**src/rtl/alu_operand_pkg.sv**
```systemverilog
// Shared forwarding-select encoding for the ID/EX operand stage.
package alu_operand_pkg;

  typedef enum logic [1:0] {
    FWD_REG = 2'b00,
    FWD_WB  = 2'b01,
    FWD_MEM = 2'b10
  } fwd_sel_t;

endpackage

```
**src/rtl/alu_operand_stage_forward_unit.sv**
```systemverilog
// Combinational forwarding for one source register: EX/MEM beats MEM/WB beats register file.
module forward_unit
  import alu_operand_pkg::*;
#(
  parameter int WIDTH        = 32,
  parameter int REG_ADDR_W   = 5,
  parameter int ZERO_REG_FWD = 0
) (
  input  logic [REG_ADDR_W-1:0] src,
  input  logic [WIDTH-1:0]      regdata,
  input  logic                  exmem_RegWrite,
  input  logic [REG_ADDR_W-1:0] exmem_rd,
  input  logic [WIDTH-1:0]      exmem_result,
  input  logic                  memwb_RegWrite,
  input  logic [REG_ADDR_W-1:0] memwb_rd,
  input  logic [WIDTH-1:0]      memwb_result,
  output logic [1:0]            sel,
  output logic [WIDTH-1:0]      fwd
);

  logic fwd_ok;

  // Register 0 is hardwired to zero, so forwarding a write to it is normally wrong.
  assign fwd_ok = (src != '0) || (ZERO_REG_FWD != 0);

  always_comb begin
    sel = FWD_REG;
    fwd = regdata;
    if (exmem_RegWrite && (exmem_rd == src) && fwd_ok) begin
      sel = FWD_MEM;
      fwd = exmem_result;
    end else if (memwb_RegWrite && (memwb_rd == src) && fwd_ok) begin
      sel = FWD_WB;
      fwd = memwb_result;
    end
  end

endmodule

```
**src/rtl/alu_operand_stage.sv**
```systemverilog
// ID/EX operand stage: resolves forwarded ALU operands and store data, then registers them.
module alu_operand_stage
  import alu_operand_pkg::*;
#(
  parameter int WIDTH        = 32,
  parameter int REG_ADDR_W   = 5,
  parameter int ZERO_REG_FWD = 0
) (
  input  logic                  clk,
  input  logic                  reset,
  input  logic                  in_valid,
  input  logic                  stall,
  input  logic                  flush,
  input  logic                  ALUSrc,
  input  logic [WIDTH-1:0]      ReadData1,
  input  logic [WIDTH-1:0]      ReadData2,
  input  logic [WIDTH-1:0]      sigExt,
  input  logic [REG_ADDR_W-1:0] rs,
  input  logic [REG_ADDR_W-1:0] rt,
  input  logic                  exmem_RegWrite,
  input  logic [REG_ADDR_W-1:0] exmem_rd,
  input  logic [WIDTH-1:0]      exmem_result,
  input  logic                  memwb_RegWrite,
  input  logic [REG_ADDR_W-1:0] memwb_rd,
  input  logic [WIDTH-1:0]      memwb_result,
  output logic                  out_valid,
  output logic [WIDTH-1:0]      opA,
  output logic [WIDTH-1:0]      opB,
  output logic [WIDTH-1:0]      storeData,
  output logic [1:0]            fwdA_sel,
  output logic [1:0]            fwdB_sel
);

  logic [1:0]       selA, selB;
  logic [WIDTH-1:0] fwdA, fwdB;
  logic [WIDTH-1:0] opB_next;

  forward_unit #(
    .WIDTH(WIDTH), .REG_ADDR_W(REG_ADDR_W), .ZERO_REG_FWD(ZERO_REG_FWD)
  ) u_fwd_a (
    .src(rs), .regdata(ReadData1),
    .exmem_RegWrite(exmem_RegWrite), .exmem_rd(exmem_rd), .exmem_result(exmem_result),
    .memwb_RegWrite(memwb_RegWrite), .memwb_rd(memwb_rd), .memwb_result(memwb_result),
    .sel(selA), .fwd(fwdA)
  );

  forward_unit #(
    .WIDTH(WIDTH), .REG_ADDR_W(REG_ADDR_W), .ZERO_REG_FWD(ZERO_REG_FWD)
  ) u_fwd_b (
    .src(rt), .regdata(ReadData2),
    .exmem_RegWrite(exmem_RegWrite), .exmem_rd(exmem_rd), .exmem_result(exmem_result),
    .memwb_RegWrite(memwb_RegWrite), .memwb_rd(memwb_rd), .memwb_result(memwb_result),
    .sel(selB), .fwd(fwdB)
  );

  assign opB_next = ALUSrc ? sigExt : fwdB;

  // Data registers load regardless of in_valid; out_valid alone qualifies them downstream.
  always_ff @(posedge clk) begin
    if (reset || flush) begin
      out_valid <= 1'b0;
      opA       <= '0;
      opB       <= '0;
      storeData <= '0;
      fwdA_sel  <= FWD_REG;
      fwdB_sel  <= FWD_REG;
    end else if (!stall) begin
      out_valid <= in_valid;
      opA       <= fwdA;
      opB       <= opB_next;
      storeData <= fwdB;
      fwdA_sel  <= selA;
      fwdB_sel  <= selB;
    end
  end

endmodule
```
**config.mk**
```make
export PLATFORM = sky130hd
export DESIGN_NAME = alu_operand_stage
export DESIGN_NICKNAME = d
export VERILOG_FILES = /design/src/rtl/alu_operand_pkg.sv /design/src/rtl/alu_operand_stage_forward_unit.sv /design/src/rtl/alu_operand_stage.sv
export SDC_FILE = /design/constraint.sdc
export NUM_CORES = 1
export LEC_CHECK = 0
export CAP_MARGIN = 20
export CELL_PAD_IN_SITES_DETAIL_PLACEMENT = 1
export CELL_PAD_IN_SITES_GLOBAL_PLACEMENT = 2
export CORE_MARGIN = 8
export CORE_UTILIZATION = 20
export CTS_CLUSTER_DIAMETER = 30
export DETAILED_ROUTE_END_ITERATION = 10
export PLACE_DENSITY = 0.78
export SETUP_SLACK_MARGIN = 0.2
export SYNTH_ARGS = -nofsm -noshare
export SYNTH_HDL_FRONTEND = slang
export SYNTH_SLANG_ARGS = --single-unit
```
**constraint.sdc**
```tcl
create_clock -name clk -period 1.8 [get_ports clk]
set_input_delay 0.36 -clock clk [delete_from_list [all_inputs] [get_ports clk]]
set_output_delay 0.36 -clock clk [all_outputs]
set_load 0.02 [all_outputs]
```
-- Word-level counts from Yosys, hierarchy flattened
Index checks and enable logic that the tools add are counted.
- equal/unequal tests: 4
- multiplexer cells: 9
- reduce and logical (&&, ||, !) cells: 11
- operator list (operator ; number):
    two-way mux 32 bit ; 5
    == test 5 bit ; 4
    nonzero test 5 bit ; 2
    logical AND 1 bit ; 8
    two-way mux 2 bit ; 2
    two-way mux 1 bit ; 2
    logical OR 1 bit ; 1
- output and inout port bits: 101
- flip-flop bits (word level): 101
- logic and storage cells: 30

-- Depth between registers and ports, before layout
- depth in word-level cells: 6
- gate-level depth with buffers: 7
- mapped depth without buffers: 5

-- Modules after synthesis
A second synthesis with hierarchy kept.
- cells, all modules: 708
- area, all modules: 6142.1 um^2
- by module, submodules not included (module ; area an instance (um^2) ; sequential area each (um^2) ; times used ; cells an instance):
    alu_operand_stage ; 4157.7 ; 2021.9 ; 1 ; 366
    forward_unit ; 992.2 ; 0.0 ; 2 ; 171

-- Worst setup path after synthesis
Ideal clock, no wire load.
- kind: input-to-reg
- from: in rt[3]
- to: reg opB[14]
- data arrival time: 1.600 ns
- data required time: 1.658 ns
- cell stages on the path: 7
- slack: 0.059 ns
- path buffers: 2
- cell sequence: nor4_2 -> a211oi_1 -> and2_1 -> buf_6 -> buf_6 -> o31ai_1 -> a221oi_2
- cells in the longest elaborated chain, start to end: 6
- elaborated cells between the ends (all ways): 10
- ends and longest elaborated chain (what ; RTL line ; RTL):
    from (decl) ; alu_operand_stage.sv:19 ; input logic [REG_ADDR_W-1:0] rt,
    == test 5 bit ; alu_operand_stage_forward_unit.sv:32 ; end else if (memwb_RegWrite && (memwb_rd == src) && fwd_ok) begin
    logical AND 1 bit (2 in series) ; alu_operand_stage_forward_unit.sv:32 ;
    two-way mux 32 bit ; alu_operand_stage_forward_unit.sv:32 ;
    two-way mux 32 bit (*) ; alu_operand_stage_forward_unit.sv:29 ; if (exmem_RegWrite && (exmem_rd == src) && fwd_ok) begin
    two-way mux 32 bit (*) ; alu_operand_stage.sv:56 ; assign opB_next = ALUSrc ? sigExt : fwdB;
    to (signal assigned) ; alu_operand_stage.sv:70 ; opB <= opB_next;
    to (decl) ; alu_operand_stage.sv:28 ; output logic [WIDTH-1:0] opB,
Every way passes the cells marked *; elsewhere a longest branch is shown, timed or not.
A chain may end at the register's enable or synchronous reset.

-- Final worst setup path
- from: in memwb_rd[0]
- to: reg opB[21]
- cells in the longest elaborated chain, start to end: 6
- ends and longest elaborated chain (what ; RTL line ; RTL):
    from (decl) ; alu_operand_stage.sv:24 ; input logic [REG_ADDR_W-1:0] memwb_rd,
    == test 5 bit ; alu_operand_stage_forward_unit.sv:32 ;
    logical AND 1 bit (2 in series) ; alu_operand_stage_forward_unit.sv:32 ;
    two-way mux 32 bit ; alu_operand_stage_forward_unit.sv:32 ;
    two-way mux 32 bit ; alu_operand_stage_forward_unit.sv:29 ;
    two-way mux 32 bit ; alu_operand_stage.sv:56 ;
Every way passes these cells.

==> flow_metrics.tcl <==
set metrics [dict create \
    core_area_um2 29700 \
    io_pins 289 \
    numCtsBuffers 9 \
    postPlaceCellArea_um2 9890 \
    initial_core_util_pct 20.4 \
    cp.arrival_ns 2.08 \
    grt_pass1_vias 8056 \
    grt_util_all_layers_pct 18.5 \
    worstPathCellList "buf_8 > xor2_4 > nor4_4 > buf_6 > buf_12 > buf_12 > buf_12 > and3_4 > o31ai_4 > a221oi_2" \
    reg2reg_slack_ns 1.00 \
    yosys.area_share.simple_pct 9.16 \
    via_per_inst 5.01 \
    skew_ns 0 \
    area_delta_synth_final_pct 124 \
    rows 63 \
    synth_flop_cell "dfxtp_1" \
    cts_sinks 101 \
    hp-start "stall" \
    slew_headroom_pct 73.8 \
    synth_edf_count 0 \
    cpMostUsedCell "buf_12" \
    syn_inst 748 \
    yosys_register_bits 101 \
    stdcell_count 1507 \
    hold_class "in -> reg" \
    tightest_slew_ns 0.393 \
    ys_types 33 \
    power.leakage_nw 5.19 \
    cp_slowest_cell "nor4_4" \
    port_buffers 288 \
    syn-num-nets 936 \
    crit_start "memwb_rd[0]" \
    r2r-start "opB[21]" \
    clk_latency_ns 0.35 \
    grt_setup_unrepaired "true" \
    ant_nets 0 \
    dp_cells 1399 \
    fin_area_um2 13600 \
    power_mw 7.39 \
    cp_top_family "buffers and inverters" \
    globalRouteOverflowTotal 0 \
    yosysWarnings 0 \
    final.period_utilization_pct 101 \
    synth_top_family_by_area "compound AO/OA/AOI/OAI gates" \
    cts.htree.levels 3 \
    ir_drop_mv 0.344 \
    drtIter0Drc 351 \
    firstDrtPassIters 4 \
    post-dp-hpwl_um 21700 \
    cp_max_fo 5 \
    hold_viol_final 0 \
    synth.area.mux_share_pct 5.62 \
    clkSlewWorstSetupHoldPaths_ns 0.08 \
    fp.dieH_um 190 \
    avgRoutedWirePerCell_um 23.9 \
    path_class "in -> reg" \
    synth-compound-area-share_pct 37.8 \
    grt_pass1_wl_um 51400 \
    cts_tree "yes" \
    drt-total-wl_um 36000 \
    power-per-cell-area_nw_per_um2 546 \
    vias 7552 \
    syn_area_per_cell_um2 8.09 \
    setup_viol 4 \
    synth_xor_xnor_area_share_pct 2.89 \
    drc 0 \
    gp_congestion 0.741 \
    layout_min_cycle_time_ns 1.82 \
    max_freq_mhz 549 \
    cts_root_buffer "clkbuf_16" \
    design.die.area_um2 36100 \
    grt_max_degree 64 \
    max_stage_delay_ns 0.33 \
    async_reset_ff_share_pct 0 \
    drv_slew 0 \
    start_kind "primary input" \
    pre_cts_slack_ns -0.833 \
    end_kind "flip-flop" \
    fillers 3205 \
    ys_seq_area_share_pct 33.4 \
    netlist_area_um2 6050 \
    setup_slack_ns -0.0210 \
    crit_buf_inv 5 \
    maxCapViolations 0 \
    required_ns 2.06 \
    clk_path_buf_depth 2 \
    violations "setup timing" \
    fp.dieW_um 190 \
    synthAdderAreaFrac_pct 0 \
    nets 1300 \
    final_layout_size_suffix_gt1_share_pct 40.0 \
    antenna_found_initial 1 \
    outcome "finished, violations left" \
]
power breakdown:
group          switching [mW]  internal [mW]
Sequential             0.0606           2.33
Combinational            1.29           1.33
Clock                    1.01           1.37
Total                    2.37           5.03
state kept, by name, summed over array words and instances (netlist names):
name       count
opA           32
out_valid      1
storeData     32
fwdB_sel       2
opB           32
fwdA_sel       2
cells in the final DEF (no fill, tap or decap), types with 3 or more instances in the layout:
cell and count:
nor2_1 36, a31oi_1 49, a221oi_1 6, xor2_4 3, a211oi_2 43, a21oi_1 63
clkbuf_16 11, buf_12 38, buf_6 38, a221oi_2 26, a211oi_1 5, a31oi_2 9
buf_4 46, xor2_1 7, mux2i_1 23, mux2i_2 9, dlygate4sd2_1 104, a21boi_2 11
a211oi_4 18, xor2_2 8, and3_4 32, buf_2 8, buf_8 16, buf_16 23
bufinv_16 3, o31ai_2 21, a31oi_4 6, o31ai_1 4, nor4_4 4, o31ai_4 39
dfxtp_1 101, clkdlybuf4s50_1 163, inv_1 66, a21boi_4 18, nand2_1 34
metal layers:
layer	routed length [um]	global-route usage, %
met2	17900	31.5
met3	1980	3.95
met4	788	5.56
met1	15300	23.2
met5	0	0
kinds of logic after synthesis:
| group | Yosys count |
|---|---|
| AND/OR/NAND/NOR | 115 |
| flip-flops | 101 |
| AO/OA/AOI/OAI | 325 |
| XOR/XNOR | 20 |
| buffers and inverters | 153 |
| multiplexers | 34 |
layout make-up:
class                   count  area [um2]  share of cell area [%]
flip-flops and latches    101        2020                    14.9
well taps                 390         488                    3.60
clock inverters             5         108                   0.794
clock buffers              10         229                    1.69
multi-input cells         494        5380                    39.7
inverters                  67         251                    1.86
repair buffers            439        5070                    37.4
diodes                      1        2.50                  0.0185
worst min-delay path, stage by stage:
cell and delay (ns):
buf_6 0.17, nand2_1 0.09, a21oi_1 0.06
repair_timing:
item,4_1_cts,5_1_grt
resized for setup,453,172
setup buffers,43,22
gates cloned,25,2
hold buffers,0,0
setup endpoints to repair,201,100
pin swaps,142,82
Yosys cell counts (all sizes together) (2+ instances only):
| master | number | area, um2 |
|---|---|---|
| dfxtp | 101 | 2020 |
| a21boi | 32 | 240 |
| mux2i | 34 | 340 |
| a211oi | 66 | 500 |
| and3 | 32 | 200 |
| nor4 | 5 | 43.8 |
| clkbuf | 55 | 208 |
| nand2 | 35 | 131 |
| o31ai | 64 | 480 |
| inv | 67 | 251 |
| buf | 31 | 215 |
| nor2 | 36 | 135 |
| a31oi | 64 | 400 |
| a221oi | 32 | 324 |
| xor2 | 18 | 158 |
| a21oi | 65 | 325 |
| nor3 | 2 | 10.0 |
| xnor2 | 2 | 17.5 |
metrics by stage:
stage	util (%)	hold WS (ns)	TNS, ns
after CTS	41.5	0.358	0
after global routing	45.6	0.396	-0.430
after floorplan	-	0.504	0
final	45.6	0.388	-0.0514
after global placement	33.3	0.449	-59.96
after detailed placement	33.3	0.457	-65.43
final timing paths:
kind,endpoint,cells after the start
worst max-delay path,opB[21],10
worst max register to register,opB[21],2
worst min register to register,storeData[23],2
worst min-delay path,storeData[14],3
No activity file was read; power rests on OpenSTA's default activity.
